$ cat config.mk
export PLATFORM = sky130hd
export DESIGN_NAME = jpeg_quant_stream
export DESIGN_NICKNAME = d
export VERILOG_FILES = /design/src/rtl/jpeg_quant_stream.sv
export SDC_FILE = /design/constraint.sdc
export NUM_CORES = 2
export LEC_CHECK = 0
export ABC_AREA = 1
export BUFFER_PORTS_ARGS = -buffer_cell sky130_fd_sc_hd__buf_2
export CORE_ASPECT_RATIO = 2
export CORE_MARGIN = 2
export CORE_UTILIZATION = 45
export CTS_CLUSTER_SIZE = 30
export DETAILED_ROUTE_END_ITERATION = 8
export PLACE_DENSITY = 0.71
export REMOVE_ABC_BUFFERS = 1
export SYNTH_ARGS = -nofsm -noshare
export SYNTH_HDL_FRONTEND = slang
export SYNTH_SLANG_ARGS = --single-unit
$ cat constraint.sdc
create_clock -name clk -period 63.7 [get_ports clk]
set_input_delay 3.185 -clock clk [delete_from_list [all_inputs] [get_ports clk]]
set_output_delay 3.185 -clock clk [all_outputs]
set_load 0.01 [all_outputs]
$ cat src/rtl/jpeg_quant_stream.sv
`default_nettype none
// ============================================================================
// Module   : jpeg_quant_stream
// Purpose  : Streaming JPEG coefficient quantizer. Each coefficient is scaled
//            by a per-position reciprocal (Q1.(RECIP_W-1)), rounded half away
//            from zero and saturated symmetrically. Two-stage pipeline with a
//            global stall; reciprocal table writes are only accepted while idle.
// Revision : 1.0 - initial release
// ============================================================================
module jpeg_quant_stream #(
  parameter  int DATA_W  = 12,
  parameter  int RECIP_W = 16,
  parameter  int BLOCK_N = 64,
  localparam int IDX_W   = $clog2(BLOCK_N)
) (
  input  logic               clk,
  input  logic               rst,
  input  logic               cfg_we,
  input  logic [IDX_W-1:0]   cfg_addr,
  input  logic [RECIP_W-1:0] cfg_data,
  output logic               cfg_err,
  input  logic               in_valid,
  output logic               in_ready,
  input  logic [DATA_W-1:0]  in_data,
  output logic               out_valid,
  input  logic               out_ready,
  output logic [DATA_W-1:0]  out_data,
  output logic [IDX_W-1:0]   out_idx,
  output logic               out_last,
  output logic               busy
);

  // Full-precision product width: signed coefficient times unsigned reciprocal.
  localparam int P_W = DATA_W + RECIP_W + 1;

  localparam logic [RECIP_W-1:0] c_UNITY = RECIP_W'(1) << (RECIP_W - 1);
  localparam logic [IDX_W-1:0]   c_LAST  = IDX_W'(BLOCK_N - 1);
  localparam logic [P_W:0]       c_HALF  = (P_W + 1)'(1) << (RECIP_W - 2);
  localparam logic [P_W:0]       c_MAXV  = (P_W + 1)'((1 << (DATA_W - 1)) - 1);

  logic [RECIP_W-1:0] r_table [BLOCK_N];
  logic [IDX_W-1:0]   r_in_idx;
  logic               r_cfg_err;

  logic               r_s1_valid;
  logic [DATA_W-1:0]  r_s1_data;
  logic [IDX_W-1:0]   r_s1_idx;
  logic [RECIP_W-1:0] r_s1_recip;

  logic               r_out_valid;
  logic [DATA_W-1:0]  r_out_data;
  logic [IDX_W-1:0]   r_out_idx;
  logic               r_out_last;

  logic               w_advance;
  logic               w_in_xfer;
  logic               w_busy;
  logic signed [P_W-1:0] w_op_a;
  logic signed [P_W-1:0] w_op_b;
  logic signed [P_W-1:0] w_prod;
  logic               w_neg;
  logic [P_W-1:0]     w_abs;
  logic [P_W:0]       w_mag;
  logic [DATA_W-1:0]  w_sat;
  logic [DATA_W-1:0]  w_quant;

  // Global stall: everything moves together unless the output is blocked.
  assign w_advance = !r_out_valid || out_ready;
  assign w_in_xfer = in_valid && w_advance;
  assign w_busy    = (r_in_idx != '0) || r_s1_valid || r_out_valid;

  assign in_ready  = w_advance;
  assign busy      = w_busy;
  assign cfg_err   = r_cfg_err;
  assign out_valid = r_out_valid;
  assign out_data  = r_out_data;
  assign out_idx   = r_out_idx;
  assign out_last  = r_out_last;

  // Quantize the stage-1 coefficient: multiply, round magnitude, saturate, re-sign.
  always_comb begin
    w_op_a  = {{(RECIP_W + 1){r_s1_data[DATA_W-1]}}, r_s1_data};
    w_op_b  = {{DATA_W{1'b0}}, 1'b0, r_s1_recip};
    w_prod  = w_op_a * w_op_b;
    w_neg   = w_prod[P_W-1];
    w_abs   = w_neg ? P_W'(-w_prod) : P_W'(w_prod);
    w_mag   = ({1'b0, w_abs} + c_HALF) >> (RECIP_W - 1);
    w_sat   = (w_mag > c_MAXV) ? c_MAXV[DATA_W-1:0] : w_mag[DATA_W-1:0];
    w_quant = w_neg ? DATA_W'(-w_sat) : w_sat;
  end

  // Reciprocal table: writes land only while idle; a busy write raises cfg_err.
  always_ff @(posedge clk or posedge rst) begin
    if (rst) begin
      for (int i = 0; i < BLOCK_N; i++) begin
        r_table[i] <= c_UNITY;
      end
      r_cfg_err <= 1'b0;
    end else begin
      r_cfg_err <= 1'b0;
      if (cfg_we) begin
        if (w_busy) begin
          r_cfg_err <= 1'b1;
        end else begin
          r_table[cfg_addr] <= cfg_data;
        end
      end
    end
  end

  // Position counter within the block, advancing on every accepted coefficient.
  always_ff @(posedge clk or posedge rst) begin
    if (rst) begin
      r_in_idx <= '0;
    end else if (w_in_xfer) begin
      r_in_idx <= (r_in_idx == c_LAST) ? '0 : r_in_idx + IDX_W'(1);
    end
  end

  // Stage 1: capture coefficient, its index and the matching (pre-write) reciprocal.
  always_ff @(posedge clk or posedge rst) begin
    if (rst) begin
      r_s1_valid <= 1'b0;
      r_s1_data  <= '0;
      r_s1_idx   <= '0;
      r_s1_recip <= c_UNITY;
    end else if (w_advance) begin
      r_s1_valid <= in_valid;
      r_s1_data  <= in_data;
      r_s1_idx   <= r_in_idx;
      r_s1_recip <= r_table[r_in_idx];
    end
  end

  // Stage 2: register the quantized result, its index and the end-of-block flag.
  always_ff @(posedge clk or posedge rst) begin
    if (rst) begin
      r_out_valid <= 1'b0;
      r_out_data  <= '0;
      r_out_idx   <= '0;
      r_out_last  <= 1'b0;
    end else if (w_advance) begin
      r_out_valid <= r_s1_valid;
      r_out_data  <= w_quant;
      r_out_idx   <= r_s1_idx;
      r_out_last  <= r_s1_valid && (r_s1_idx == c_LAST);
    end
  end

endmodule
`default_nettype wire

==> reports/metrics.csv <==
stage,metric,value,unit
worst_setup_path,required time worst endpoint,64.28,ns
synthesis,sequential cell area fraction in the yosys report,0.487,
sta,RSZ-0062 raised after global routing,no,
synthesis,"FF+latch count, synth",1086,
worst_setup_path,Max stage delay on crit path,0.75,ns
synthesis,"Avg Cell Area, Syn",8.13,um2
final_layout,"commonest cells after routing, fill and taps aside","nand2_1, o21ai_0, dfrtp_1, nor2_1, inv_1",
clocking,# resized after CTS,0,
synthesis,Mapped Cells,6880,
clocking,CTS buffer count,100,
clocking,Sink Count,1086,
sta,# setup viols final,0,
global_routing,total grt overflow,0,
worst_setup_path,r2r setup slk,55.60,ns
routing,1st-iter DRT viols,5826,
worst_setup_path,Critical Path Most Common Cell,nand2_2,
worst_setup_path,RR Endpoint,out_data[10],
global_routing,first-pass GRT wire length,262000,um
floorplanning,Boundary Pins,62,
routing,number of remaining DRC errors,0,
sta,Final Max Tran Viols,0,
clocking,hold buffer count at CTS,0,
floorplanning,core area,0.124,mm2
synthesis,Cell variety after synth,50,
synthesis,Synth Flop Type,dfrtp_1,
final_layout,"most common cell after layout, fill and taps aside",nand2_1,
global_routing,vias in the first global route,44987,
clocking,CTS tree,yes,
routing,vias per cell,5.69,
sta,Final Hold Fails,0,
worst_setup_path,crit path DAT,8.68,ns
outcome,status,finished clean,
final_layout,final net count,6821,
worst_setup_path,Setup crit start kind,flip-flop,
worst_setup_path,CP Launch Point,r_s1_data[5],
floorplanning,Die H,503,um
floorplanning,die area,0.127,mm2
sta,Slew headroom,0.116,
floorplanning,Initial Utilization,0.452,
sta,period utilisation layout,0.127,
final_layout,Layout area overhead,8.02,%
global_routing,initial antenna violation count,5,
synthesis,async set-reset flop share out of synthesis,1.00,
sta,setup TNS,0,ns
worst_setup_path,Critical Path Fanout Max,32,
sta,minimum clock period,8.10,ns
clocking,Max clock buf depth,3,
worst_setup_path,CP Capture Point,out_data[10],
sta,skew final,0.0481,ns
clocking,CTS root buffer,clkbuf_16,
routing,antenna-violating nets left,0,
worst_hold_path,worst min path class,flip-flop to flip-flop,
worst_setup_path,Reg2Reg Depth,40,
floorplanning,# rows,183,
placement,final RePlAce weighted congestion,0.898,
worst_setup_path,WP depth,40,
synthesis,number of synthesis warnings,0,
routing,WL/cell,19.8,um
clocking,CTS H-tree lvls,3,
synthesis,Syn Std Cell Area,0.0559,mm2
routing,drt total wl,165000,um
sta,Fmax achieved,124,MHz
routing,DR vias,47278,
worst_hold_path,hold_sp,out_last,
floorplanning,DIE WIDTH,253,um
final_layout,proportion of layout cells with a drive suffix above 1,0.0690,
worst_setup_path,worst r2r src,r_s1_data[5],
placement,PortBufs,61,
synthesis,"EDFF count, synth",0,
global_routing,largest net degree at the start of global routing,183,
worst_setup_path,kind of critical path,flip-flop to flip-flop,
sta,worst hold slack,0.475,ns
clocking,Clock transition at path regs,0.08,ns
run,max cap viols,0,
sta,Worst-Margin Slew,1.32,ns
worst_setup_path,CP top delay family,adder cells,
clocking,Setup Buffers After CTS,0,
worst_setup_path,Worst setup EP type,flip-flop,
global_routing,Total GRT Usage,0.262,
placement,DP Wirelength,96700,um
clocking,clk_lat worst skew,0.75,ns
worst_setup_path,slowest stage cell on the critical path,dfrtp_1,
worst_setup_path,WP buf/inv,8,
routing,drt pass-1 iters,6,
## cell families after synthesis
kind of cell	count (synthesis)	share of synthesized area
flops	1086	0.487
fa+ha+maj	229	0.0701
xor+xnor	17	0.00266
buf+inv	951	0.0642
compound gates	1987	0.191
simple gates	2610	0.185
## through the flow
step	setup WS, ns	cells	area, um2	utilization
6_report	55.60	8307	60400	0.488
5_1_grt	54.96	8305	60400	0.488
4_1_cts	55.65	8305	60400	0.488
3_5_place_dp	55.70	8116	56800	0.459
3_3_place_gp	55.84	8116	56800	0.459
2_1_floorplan	30.05	6323	53800	-
## per-layer routing
| layer | global-route usage | wire length [um] | up-vias | share of wire |
|---|---|---|---|---|
| li1 | - | - | 21981 | - |
| met1 | 0.369 | 70500 | 23020 | 0.43 |
| met2 | 0.405 | 74000 | 1961 | 0.45 |
| met3 | 0.0444 | 13800 | 306 | 0.084 |
| met4 | 0.103 | 6570 | 10 | 0.040 |
| met5 | 0 | 56 | - | 0.00034 |
## worst reg2reg max path, delay by kind of cell, from the launching register on
kind,cells,cell delay [ns]
xor+xnor,1,0.27
fa+ha+maj,8,3.31
simple gates,22,2.66
buf+inv,8,0.76
compound gates,1,0.22
flops,1,0.75
## flip-flops by register name, summed over array words and instances (netlist names)
register and count:
cfg_err 1, out_data 12, out_idx 6, out_last 1
out_valid 1, r_in_idx 6, r_s1_data 12, r_s1_idx 6
r_s1_recip 16, r_s1_valid 1, r_table 1024
## Yosys cell counts, types with 6 or more instances
cell type  count  share of area
o21ai_0     1593           0.14
nor2_2        10         0.0011
nand3_2        6         0.0011
nand4_1       21         0.0023
dfstp_2       65          0.031
xor2_1        15         0.0023
dfrtp_1     1021           0.46
o211ai_1      32         0.0043
nand3_1      161          0.014
inv_2         12        0.00081
nand2_1     1677           0.11
fa_1         141          0.050
nand2_2       21         0.0023
a221oi_1       6        0.00094
inv_1        363          0.024
a31oi_1       20         0.0022
buf_1         16         0.0011
a21oi_1       54         0.0048
a22o_1        11         0.0017
ha_1          88          0.020
o21bai_1       6        0.00081
nand3b_1       6        0.00081
nor3_1        11        0.00098
nor2_1       673          0.045
clkbuf_1     538          0.036
clkinv_1      18         0.0012
o221ai_1      79          0.012
o22ai_1      175          0.020
## layout make-up
type,instances,area (um2)
Antenna cell,2,5.00
Clock buffer,137,2820
Clock inverter,52,758
Fill cell,11919,63500
Inverter,394,1500
Multi-Input combinational cell,4843,25100
Sequential cell,1086,27300
Tap cell,1665,2080
Timing Repair Buffer,128,871
## worst min path at each step
| stage | to | slack, ns | cells past startpoint |
|---|---|---|---|
| detailed placement | out_idx[2] | 0.46 | 2 |
| CTS | out_idx[2] | 0.48 | 2 |
| global route | r_table[87] | 0.49 | 2 |
| global placement | out_idx[1] | 0.46 | 2 |
| finish | out_last | 0.48 | 2 |
| floorplan | r_table[1006] | 0.45 | 2 |
Power is not shown: default switching activity piles up to over one toggle a cycle in this logic, so the estimate is an artifact.
